### config.mk
export PLATFORM = sky130hd
export DESIGN_NAME = exp_coeff_loader
export DESIGN_NICKNAME = d
export VERILOG_FILES = /design/src/rtl/exp_coeff_loader_pkg.sv /design/src/rtl/exp_coeff_loader.sv
export SDC_FILE = /design/constraint.sdc
export NUM_CORES = 1
export LEC_CHECK = 0
export ABC_AREA = 0
export CAP_MARGIN = 30
export CORE_ASPECT_RATIO = 0.75
export CORE_UTILIZATION = 51
export CTS_CLUSTER_DIAMETER = 100
export DETAILED_ROUTE_END_ITERATION = 8
export PLACE_DENSITY = 0.8
export SETUP_SLACK_MARGIN = 0.2
export SKIP_CTS_REPAIR_TIMING = 1
export SLEW_MARGIN = 20
export SYNTH_ARGS = -nofsm -noshare
export SYNTH_HDL_FRONTEND = slang
export SYNTH_SLANG_ARGS = --single-unit
### constraint.sdc
create_clock -name clk -period 1.47 [get_ports clk]
set_input_delay 0.294 -clock clk [delete_from_list [all_inputs] [get_ports clk]]
set_output_delay 0.294 -clock clk [all_outputs]
set_load 0.02 [all_outputs]
### src/rtl/exp_coeff_loader_pkg.sv
// Shared constants and state encoding for the exp coefficient loader.
// Word layout: base in the upper half, offset in the lower half.
package exp_coeff_loader_pkg;

    localparam int NUM_SEG     = 13;
    localparam int NUM_ENTRIES = 2 * NUM_SEG;

    localparam int BASE_MSB = 31;
    localparam int BASE_LSB = 16;
    localparam int OFF_MSB  = 15;
    localparam int OFF_LSB  = 0;

    typedef enum logic [1:0] {
        ST_IDLE  = 2'd0,
        ST_LOAD  = 2'd1,
        ST_CHECK = 2'd2
    } state_e;

endpackage

### src/rtl/exp_coeff_loader.sv
// Streams 2*NUM_SEG BF16 exp coefficient pairs into the exp unit config port,
// then checks a trailing XOR checksum word.
module exp_coeff_loader
    import exp_coeff_loader_pkg::*;
#(
    parameter int NUM_SEG = exp_coeff_loader_pkg::NUM_SEG,
    parameter int IDX_W   = 4
) (
    input  logic             clk,
    input  logic             rst_n,
    input  logic             start,
    input  logic             abort,
    input  logic             in_valid,
    output logic             in_ready,
    input  logic [31:0]      in_data,
    output logic             cfg_w_en,
    output logic             cfg_sgn,
    output logic [IDX_W-1:0] cfg_idx,
    output logic [15:0]      cfg_base,
    output logic [15:0]      cfg_offset,
    output logic             busy,
    output logic             done,
    output logic             crc_err
);

    localparam logic [IDX_W-1:0] LAST_IDX = IDX_W'(NUM_SEG - 1);

    state_e             r_state;
    logic               r_sgn;
    logic [IDX_W-1:0]   r_idx;
    logic [31:0]        r_acc;
    logic               r_cfg_w_en;
    logic               r_cfg_sgn;
    logic [IDX_W-1:0]   r_cfg_idx;
    logic [15:0]        r_cfg_base;
    logic [15:0]        r_cfg_offset;
    logic               r_done;
    logic               r_crc_err;

    logic               w_busy;
    logic               w_beat;
    logic               w_payload_beat;
    logic               w_check_beat;

    // abort drops ready combinationally so a coincident valid never forms a beat
    assign w_busy         = (r_state != ST_IDLE);
    assign in_ready       = w_busy & ~abort;
    assign w_beat         = in_valid & in_ready;
    assign w_payload_beat = w_beat & (r_state == ST_LOAD);
    assign w_check_beat   = w_beat & (r_state == ST_CHECK);

    // Sequencer: state, sign/index counters, checksum accumulator and status flags
    always_ff @(posedge clk) begin
        if (!rst_n) begin
            r_state   <= ST_IDLE;
            r_sgn     <= 1'b0;
            r_idx     <= '0;
            r_acc     <= 32'h0000_0000;
            r_done    <= 1'b0;
            r_crc_err <= 1'b0;
        end else begin
            r_done <= 1'b0;
            case (r_state)
                ST_IDLE: begin
                    if (start) begin
                        r_state   <= ST_LOAD;
                        r_sgn     <= 1'b0;
                        r_idx     <= '0;
                        r_acc     <= 32'h0000_0000;
                        r_crc_err <= 1'b0;
                    end
                end
                ST_LOAD: begin
                    if (abort) begin
                        r_state <= ST_IDLE;
                    end else if (w_payload_beat) begin
                        r_acc <= r_acc ^ in_data;
                        if (r_idx == LAST_IDX) begin
                            r_idx <= '0;
                            r_sgn <= 1'b1;
                            if (r_sgn) begin
                                r_state <= ST_CHECK;
                            end
                        end else begin
                            r_idx <= r_idx + {{(IDX_W-1){1'b0}}, 1'b1};
                        end
                    end
                end
                ST_CHECK: begin
                    if (abort) begin
                        r_state <= ST_IDLE;
                    end else if (w_check_beat) begin
                        r_crc_err <= (in_data != r_acc);
                        r_done    <= 1'b1;
                        r_state   <= ST_IDLE;
                    end
                end
                default: begin
                    r_state <= ST_IDLE;
                end
            endcase
        end
    end

    // Config write stage: fields hold their last written values between strobes
    always_ff @(posedge clk) begin
        if (!rst_n) begin
            r_cfg_w_en   <= 1'b0;
            r_cfg_sgn    <= 1'b0;
            r_cfg_idx    <= '0;
            r_cfg_base   <= 16'h0000;
            r_cfg_offset <= 16'h0000;
        end else begin
            r_cfg_w_en <= w_payload_beat;
            if (w_payload_beat) begin
                r_cfg_sgn    <= r_sgn;
                r_cfg_idx    <= r_idx;
                r_cfg_base   <= in_data[BASE_MSB:BASE_LSB];
                r_cfg_offset <= in_data[OFF_MSB:OFF_LSB];
            end
        end
    end

    assign cfg_w_en   = r_cfg_w_en;
    assign cfg_sgn    = r_cfg_sgn;
    assign cfg_idx    = r_cfg_idx;
    assign cfg_base   = r_cfg_base;
    assign cfg_offset = r_cfg_offset;
    assign busy       = w_busy;
    assign done       = r_done;
    assign crc_err    = r_crc_err;

endmodule
==> After elaboration in Yosys (flattened, before gate mapping) <==
Cells that the tools add are included.
{ "totals": {"register_bits": 79, "in_bits": 37, "output_inout_bits": 42, "word_cells": 69} }
{ "classes": {"add_sub_neg": 1, "eq_ne": 14, "n_mux": 26, "bitwise": 8, "reduce_logical": 9} }
{ "op_table": {"columns": ["cell", "n"], "rows": [
  ["$mux 32", 3],
  ["$pmux 32 s2", 1],
  ["$ne 32x32->1", 1],
  ["$xor 32x32->32", 1],
  ["$mux 4", 4],
  ["$mux 2", 7],
  ["$ne 2x2->1 const B", 5],
  ["$reduce_and 5->1", 2],
  ["$ne 3x3->1 const B", 3],
  ["$pmux 4 s2", 1],
  ["$reduce_and 4->1", 2],
  ["$mux 1", 7],
  ["$pmux 2 s3", 1],
  ["$reduce_bool 2->1", 3],
  ["$add 4x1->4 const B", 1],
  ["$and 1x1->1", 4],
  ["$eq 4x4->1 const B", 1],
  ["$pmux 1 s2", 2],
  ["$ne 3x2->1 const B", 1],
  ["$not 1->1", 3],
  ["$reduce_or 3->1", 1],
  ["$eq 2x1->1 const B", 1],
  ["$eq 2x2->1 const B", 1],
  ["$logic_not 2->1", 1],
  ["$ne 2x1->1 const B", 1]
]} }

==> Depth between registers and ports, before layout <==
Gate-level depths: netlist of run 1.
{ "depth": {"word_depth": 7, "ltp_mapped": 8, "mapped_depth_nobuf": 7} }

==> Worst setup path before layout of run 1 <==
OpenSTA, ideal clock, no wires.
{ "synth_timing": {"kind": "register to register", "from": "reg r_state[0]", "to": "reg r_cfg_idx[2], in the netlist cfg_idx[2]", "arrival_ps": 1263, "setup_slack_ps": 142, "stages_incl_launch_ff": 8, "period_less_slack_ps": 1328, "path_cell_list": "dfxtp_1 > nor2b_4 > and2_1 > buf_6 > buf_8 > buf_8 > nand2_2 > a21boi_2"} }
{ "synth_via": {"elab_chain_len": 4, "word_cells_on_any_way": 5, "cone_classes": "1 x eq/ne; 3 x bitwise; 1 x reduce/logical"} }
{ "synth_lines": {"columns": ["element", "line", "rtl"], "rows": [
  ["start: declaration", "exp_coeff_loader.sv:28", "state_e r_state;"],
  ["start signal: assignment", "exp_coeff_loader.sv:55", "r_state <= ST_IDLE;"],
  ["start signal: assignment", "exp_coeff_loader.sv:66", "r_state <= ST_LOAD;"],
  ["start signal: assignment", "exp_coeff_loader.sv:75", "r_state <= ST_IDLE;"],
  ["$reduce_bool 2->1", "exp_coeff_loader.sv:46", "assign w_busy = (r_state != ST_IDLE);"],
  ["$and 1x1->1", "exp_coeff_loader.sv:47", "assign in_ready = w_busy & ~abort;"],
  ["$and 1x1->1", "exp_coeff_loader.sv:48", "assign w_beat = in_valid & in_ready;"],
  ["$and 1x1->1 *", "exp_coeff_loader.sv:49", "assign w_payload_beat = w_beat & (r_state == ST_LOAD);"],
  ["end signal: assignment", "exp_coeff_loader.sv:117", "r_cfg_idx <= r_idx;"],
  ["end: declaration", "exp_coeff_loader.sv:34", "logic [IDX_W-1:0] r_cfg_idx;"]
]} }
Every way passes the cells marked *; elsewhere a longest branch is shown, timed or not.
A chain may end at the register's enable or synchronous reset.

==> Worst setup path after layout of run 1 <==
{ "layout_timing": {"from": "in in_data[15]", "to": "reg r_crc_err, in the netlist crc_err"} }
{ "layout_via": {"elab_chain_len": 4} }
{ "layout_lines": {"columns": ["element", "line", "rtl"], "rows": [
  ["start: declaration", "exp_coeff_loader.sv:15", "input logic [31:0] in_data,"],
  ["$ne 32x32->1", "exp_coeff_loader.sv:93", "r_crc_err <= (in_data != r_acc);"],
  ["$mux 1", "exp_coeff_loader.sv:92", "end else if (w_check_beat) begin"],
  ["$mux 1", "exp_coeff_loader.sv:90", "if (abort) begin"],
  ["$pmux 1 s2", "exp_coeff_loader.sv:63", "case (r_state)"],
  ["end signal: assignment", "exp_coeff_loader.sv:93", null],
  ["end: declaration", "exp_coeff_loader.sv:38", "logic r_crc_err;"]
]} }
Every way passes these cells. The select of a mux whose other input is x is not followed.

==> results of run 1 <==
tightest hold or removal path, stage by stage:
cell and delay (ns):
dlymetal6s2s_1 0.15, buf_4 0.14, nor3b_1 0.04
cells in the final DEF (no fill, tap or decap), types with 3 or more instances in the layout:
| master | instances |
|---|---|
| dfxtp_1 | 72 |
| a22oi_1 | 3 |
| buf_6 | 18 |
| nor4_2 | 3 |
| inv_1 | 5 |
| xor2_1 | 28 |
| nand2_1 | 49 |
| buf_4 | 62 |
| clkbuf_16 | 6 |
| clkdlybuf4s50_1 | 28 |
| and3_1 | 27 |
| nand3_1 | 3 |
| o211ai_1 | 26 |
| a21oi_1 | 6 |
| nor3b_1 | 4 |
| clkbuf_2 | 12 |
| dfxtp_2 | 5 |
| nor2b_4 | 3 |
| nand2b_1 | 26 |
| clkbuf_8 | 10 |
| nor4_1 | 4 |
| o21ai_2 | 5 |
| o21ai_1 | 4 |
| clkinv_2 | 3 |
| dlymetal6s2s_1 | 36 |
| a21boi_2 | 26 |
| nand2_4 | 11 |
| buf_12 | 7 |
| nor2b_1 | 13 |
| a21boi_1 | 11 |
| nand2_2 | 19 |
report_power, final:
| group | internal, mW | switching [mW] | leakage (nW) |
|---|---|---|---|
| sequential | 2.18 | 0.0376 | 0.643 |
| combinational | 0.431 | 0.396 | 2.34 |
| clock | 0.822 | 0.839 | 0.0981 |
cell families after synthesis:
logic type / Yosys count / synth area share
AO/OA/AOI/OAI: 91 / 0.184
XOR/XNOR: 28 / 0.0666
adder cells (fa/ha/maj): 2 / 0.00679
buffers and inverters: 31 / 0.0496
flip-flops: 79 / 0.429
multiplexers: 1 / 0.00272
AND/OR/NAND/NOR: 181 / 0.261
layout make-up:
type / count / area, µm²
multi-input cells: 303 / 2240
repair buffers: 172 / 1780
flip-flops and latches: 79 / 1600
fillers: 343 / 931
clock buffers: 10 / 138
well taps: 98 / 123
clock inverters: 6 / 60.1
inverters: 6 / 22.5
through the flow:
| step | setup WS (ns) | std cells |
|---|---|---|
| global placement | -0.540 | 635 |
| detailed placement | -0.500 | 635 |
| floorplan | 0.189 | 413 |
| global route | -0.202 | 674 |
| finish | -0.238 | 674 |
| CTS | -0.359 | 651 |
flip-flops by register name, indices dropped and copies added, names as in the netlist:
name and flops:
r_sgn 1, cfg_sgn 1, r_idx 4, r_state 2
done 1, cfg_offset 16, cfg_w_en 1, cfg_base 16
r_acc 32, cfg_idx 4, crc_err 1
per-layer routing:
| layer | vias to the layer above | routed length (µm) | global-route usage |
|---|---|---|---|
| met3 | 41 | 988 | 0.0642 |
| li1 | 1743 | - | - |
| met4 | 0 | 374 | 0.0918 |
| met1 | 1868 | 5280 | 0.318 |
| met5 | - | 0 | 0 |
| met2 | 189 | 6290 | 0.440 |
worst max path at each step:
stage / start / to / depth (start not counted)
floorplan: r_state[1] / cfg_idx[2] / 8
global placement: in_data[26] / crc_err / 7
detailed placement: in_data[26] / crc_err / 7
CTS: r_state[0] / in_ready / 3
global route: in_data[15] / crc_err / 6
finish: in_data[15] / crc_err / 6
==> qor.yml, run 1 <==
pwr:
  power_density_mw_per_mm2: 789
  leakagePower_nw: 3.08
  power_mw: 4.71
  ir_drop_uv: 589
finish:
  fin_area_mm2: 0.00597
  diodes: 0
  fin_util: 0.865
  nNetsFinal: 610
  drive_above_1_share: 0.372
  area.growth.synth_to_final_pct: 61.9
yosys:
  seq_area_frac_synth: 0.429
  synth_cell_types: 39
  syn_nets: 452
  synthCells: 413
  synthArstFlopShare: 0
  synth_edf_count: 0
  syn_area_per_cell_um2: 8.92
  ys.warnings.count: 0
  syn_area_mm2: 0.00368
  yosys-top-cells-count: "dfxtp_1, nand2_1, xor2_1"
  ys_seq_elements: 79
  yosysMostFrequentCell: "dfxtp_1"
  synthTopCellsByArea: "dfxtp_1, nand2_1, xor2_1, o211ai_1, a21boi_1"
  synth_top_area_frac: 0.429
  synth_flop_cell: "dfxtp_1"
  yosysTopAreaCell: "dfxtp_1"
clock_tree:
  clk_path_buf_depth: 2
  cts_tree: "built"
  cts_buffers: 9
  htree_levels: 3
  root_buffer: "clkbuf_8"
  clock-sinks: 79
  clkLatencyLatePin_ns: 0.37
  path_clk_slew_ns: 0.08
placed_design:
  io_buffers: 78
  placed_cell_area_mm2: 0.00505
  hpwlAfterDp_mm: 6.61
  gp_routability_congestion: 0.763
drt:
  via_per_inst: 5.70
  wl_mm: 12.9
  drtIter0Drc: 157
  drc_errors: 0
  dr.pass1.iters: 5
  avgRoutedWirePerCell_um: 19.2
  ant_nets: 0
  vias: 3841
global_routing:
  antenna_found_initial: 0
  grt_pass1_vias: 3219
  grt_use_total: 0.256
  grt_max_degree: 44
  grt_remaining_overflow: 0
  grt_pass1_wl_mm: 14.9
sta:
  finalSetupViolCount: 25
  worst_slew_pin_slew_ns: 0.537
  hold_viol_final: 0
  max_freq_mhz: 586
  tns_ns: -1.01
  finalWorstSetupSlack_ns: -0.238
  finalCritPeriodShare: 1.16
  max_slew_margin: 0.639
  whs_ns: 0.298
  rsz0062_at_grt: "true"
  worst_clock_skew_ns: 0.00951
  finalCriticalPeriod_ns: 1.71
  drv_slew: 0
worst_setup_path:
  worstPathRequired_ns: 1.72
  r2r-end: "crc_err"
  crit_chain: "clkdlybuf4s50_1 > xor2_1 > nor4_1 > nand4_1 > nor3_2 > o21ai_1"
  critical-path-max-stage-delay_ns: 0.52
  r2r_slack_ns: -0.23
  rr_startpoint: "r_acc[15]"
  critPathBufInv: 1
  startpoint_type: "input port"
  cp_slowest_cell: "nor4_1"
  r2r_cells: 5
  worstPathMaxFanout: 2
  cp_data_arrival_time_ns: 1.96
  critPathTopFamily: "simple AND/OR/NAND/NOR gates"
  crit_path_end_kind: "flop"
  critPathKind: "input port to flop"
floorplan:
  die_width_um: 100
  core_mm2: 0.00690
  dieArea_mm2: 0.00757
  floorplan.rows: 26
  die_h_um: 75.6
  io-pin-count: 79
  initial_core_util: 0.534
min_path:
  whs_endpoint: "r_state[1]"
  min_path_type: "input port to flop"
  hp-start: "abort"
  min_path_cells: 3
run_status:
  status: "finished, violations left"
  violations: "negative setup slack"
run:
  maxCapViolations: 0
Power figures use the tool's default switching activity.
==> run 2, diff against run 1 <==
--- a/config.mk
+++ b/config.mk
@@ -14,7 +14,6 @@
 export PLACE_DENSITY = 0.8
 export SETUP_SLACK_MARGIN = 0.2
 export SKIP_CTS_REPAIR_TIMING = 1
-export SLEW_MARGIN = 20
 export SYNTH_ARGS = -nofsm -noshare
 export SYNTH_HDL_FRONTEND = slang
 export SYNTH_SLANG_ARGS = --single-unit
==> results of run 2 <==
Final layout, timing and power as in run 1 (identical DEF).
==> run 3, diff against run 2 <==
--- a/config.mk
+++ b/config.mk
@@ -8,9 +8,11 @@
 export ABC_AREA = 0
 export CAP_MARGIN = 30
 export CORE_ASPECT_RATIO = 0.75
+export CORE_MARGIN = 2
 export CORE_UTILIZATION = 51
 export CTS_CLUSTER_DIAMETER = 100
 export DETAILED_ROUTE_END_ITERATION = 8
+export HOLD_SLACK_MARGIN = 0.05
 export PLACE_DENSITY = 0.8
 export SETUP_SLACK_MARGIN = 0.2
 export SKIP_CTS_REPAIR_TIMING = 1
==> run 3 against run 2 <==
  * The run still ends with negative setup slack left
  * Routed wire length increased by 1.1%
  * Sequential share of layout area is 0.80 points lower
  * Setup slack better by 0.15 ns
  * Sequential power is essentially flat
  * Worst hold slack lost 0.014 ns
  * First-iteration DRC count increased by 15%
  * Clock-buffer cell count is 3 higher
  * Via count decreased by 1.3%
  * Combinational power rose by 5.3%
  * Clock skew down 0.0023 ns
  * Fmax is 9.9% higher
==> qor.yml, run 3 (synthesis results as in run 1) <==
run_status:
  status: "finished, violations left"
  violations: "negative setup slack"
worst_setup_path:
  startpoint: "r_state[1]"
  critPathKind: "flop to flop"
  cp_slowest_cell: "dfxtp_2"
  startpoint_type: "flop"
  critPathTopFamily: "simple AND/OR/NAND/NOR gates"
  rr_startpoint: "r_state[1]"
  critical-path-max-stage-delay_ns: 0.35  # -0.17 ns
  crit_chain: "buf_6 > nor2b_4 > and2_4 > buf_12 > clkbuf_16 > a22oi_2 > nor2b_1"
  cp_data_arrival_time_ns: 1.84  # -0.12 ns
  worstPathRequired_ns: 1.75  # +0.03 ns
  crit_path_end_kind: "flop"
  worstPathMaxFanout: 8  # +6
  critPathBufInv: 3  # +2
drt:
  drc_errors: 0  # unchanged
  dr.pass1.iters: 4  # -1
  via_per_inst: 5.75  # +0.82%
  wl_mm: 13.1  # +1.1%
  avgRoutedWirePerCell_um: 19.8  # +3.2%
  vias: 3792  # -1.3%
  drtIter0Drc: 181  # +15%
  ant_nets: 0  # unchanged
clock_tree:
  path_clk_slew_ns: 0.08  # about the same
  htree_levels: 3  # unchanged
  clock-sinks: 79  # unchanged
  cts_buffers: 9  # unchanged
  clkLatencyLatePin_ns: 0.36  # about the same
  cts_tree: "built"
  clk_path_buf_depth: 2  # unchanged
  root_buffer: "clkbuf_8"
pwr:
  leakagePower_nw: 3.34  # +8.3%
  seqPwrFrac: 0.467  # -0.004
  p_switching_mw: 1.29  # +1.5%
  p_comb_frac: 0.183  # +0.007
  sw_frac_of_total: 0.272  # +0.00128
  ir_drop_uv: 550  # -6.6%
  p_int_mw: 3.46  # +0.87%
  power_frac_clock: 0.349  # -0.004
  power_density_mw_per_mm2: 772  # -2.1%
finish:
  drive_above_1_share: 0.379  # +0.00748
  layout_commonest_cell: "dfxtp_1"
  top_register: "r_acc"
  final_cell_mix: "dfxtp_1, dlymetal6s2s_1, nand2_1"
  nNetsFinal: 596  # -2.3%
  fin_area_mm2: 0.00616  # +3.3%
  final-seq-area_mm2: 0.00160  # +0.16%
  largest_reg_flops: 32  # unchanged
  area.growth.synth_to_final_pct: 67.2
  fin_util: 0.893  # +0.0281
  fill_cells: 304  # -11%
  multiInputGateArea_mm2: 0.00241  # +7.3%
  diodes: 0  # unchanged
global_routing:
  grt_use_total: 0.236  # -0.0195
  antenna_found_initial: 0  # unchanged
  grt_remaining_overflow: 0  # unchanged
  grt_pass1_vias: 3173  # -1.4%
  grt_max_degree: 68  # +55%
  grt_pass1_wl_mm: 14.9  # about the same
sta:
  max_slew_margin: 0.769  # +0.130
  worst_clock_skew_ns: 0.00719  # -0.00232 ns
  max_freq_mhz: 644  # +9.9%
  drv_slew: 0  # unchanged
  rsz0062_at_grt: "true"
  finalCriticalPeriod_ns: 1.55  # -0.154 ns
  hold_viol_final: 0  # unchanged
  finalWorstSetupSlack_ns: -0.0839  # +0.154 ns
  finalCritPeriodShare: 1.06  # -0.105
  finalSetupViolCount: 37  # +48%
  worst_slew_pin_slew_ns: 0.347  # -0.190 ns
placed_design:
  post-place-ws_ns: -0.558  # -0.0577 ns
  hpwlAfterDp_mm: 6.41  # -3.2%
  placed_cell_area_mm2: 0.00490  # -3.0%
  gp_routability_congestion: 0.814  # +6.7%
  io_buffers: 78  # unchanged
floorplan:
  floorplan.rows: 26  # unchanged
  core_mm2: 0.00690  # unchanged
  die_width_um: 102  # +2.0%
  die_h_um: 77.6  # +2.6%
  dieArea_mm2: 0.00793  # +4.7%
  initial_core_util: 0.534  # unchanged
  io-pin-count: 79  # unchanged
min_path:
  min_path_type: "input port to flop"
  hp-start: "in_data[1]"
run:
  maxCapViolations: 0  # unchanged
run 3: cell count changes in the layout (fill, tap and decap cells not counted), moves of 4 or more:
cell             previous run  this run
buf_6                      18        27
clkbuf_2                   12         3
buf_12                      7        11
nand2_4                    11        17
buf_4                      62        36
dlymetal6s2s_1             36        51
clkdlybuf4s50_1            28        21
run 3: worst paths after layout:
kind	to	slack (ns)	depth (start not counted)
max	r_acc[29]	-0.08	7
min reg2reg	cfg_offset[13]	0.45	2
max reg2reg	r_acc[29]	-0.08	7
min	cfg_offset[1]	0.28	3
run 3: final cells by class:
type	count	area share
Multi-Input combinational cell	304	0.391
Timing Repair Buffer	157	0.295
Sequential cell	79	0.259
Clock buffer	13	0.0242
Tap cell	98	0.0199
Clock inverter	3	0.00691
Inverter	6	0.00366
run 3: power groups by stage:
stage / combinational (mW) / sequential, mW / clock (mW)
6_report: 0.872 / 2.22 / 1.66
3_3_place_gp: 0.591 / 2.26 / 0
4_1_cts: 0.606 / 2.22 / 1.63
2_1_floorplan: 0.246 / 2.28 / 0
5_1_grt: 0.911 / 2.23 / 1.76
3_5_place_dp: 0.601 / 2.27 / 0
run 3: per-layer routing:
metal	vias up	GRT usage	wire length [µm]
li1	1713	-	-
met1	1840	0.318	5330
met2	178	0.380	6310
met3	61	0.0640	819
met4	0	0.0520	607
met5	-	0	0
run 3: metrics by stage:
step                TNS, ns  hold slack (ns)  cells  power, mW
global route          -3.47            0.293    660       4.90
finish                -1.42            0.284    660       4.76
detailed placement   -25.19            0.446    615       2.87
CTS                   -6.70            0.374    631       4.46
floorplan                 0            0.370    413       2.53
global placement     -22.76            0.440    615       2.85
run 3: worst reg2reg max path: stages, from the launching register on:
cell and delay, ns:
dfxtp_2 0.35, buf_6 0.13, nor2b_4 0.19, and2_4 0.27, buf_12 0.19, clkbuf_16 0.17, a22oi_2 0.05, nor2b_1 0.14
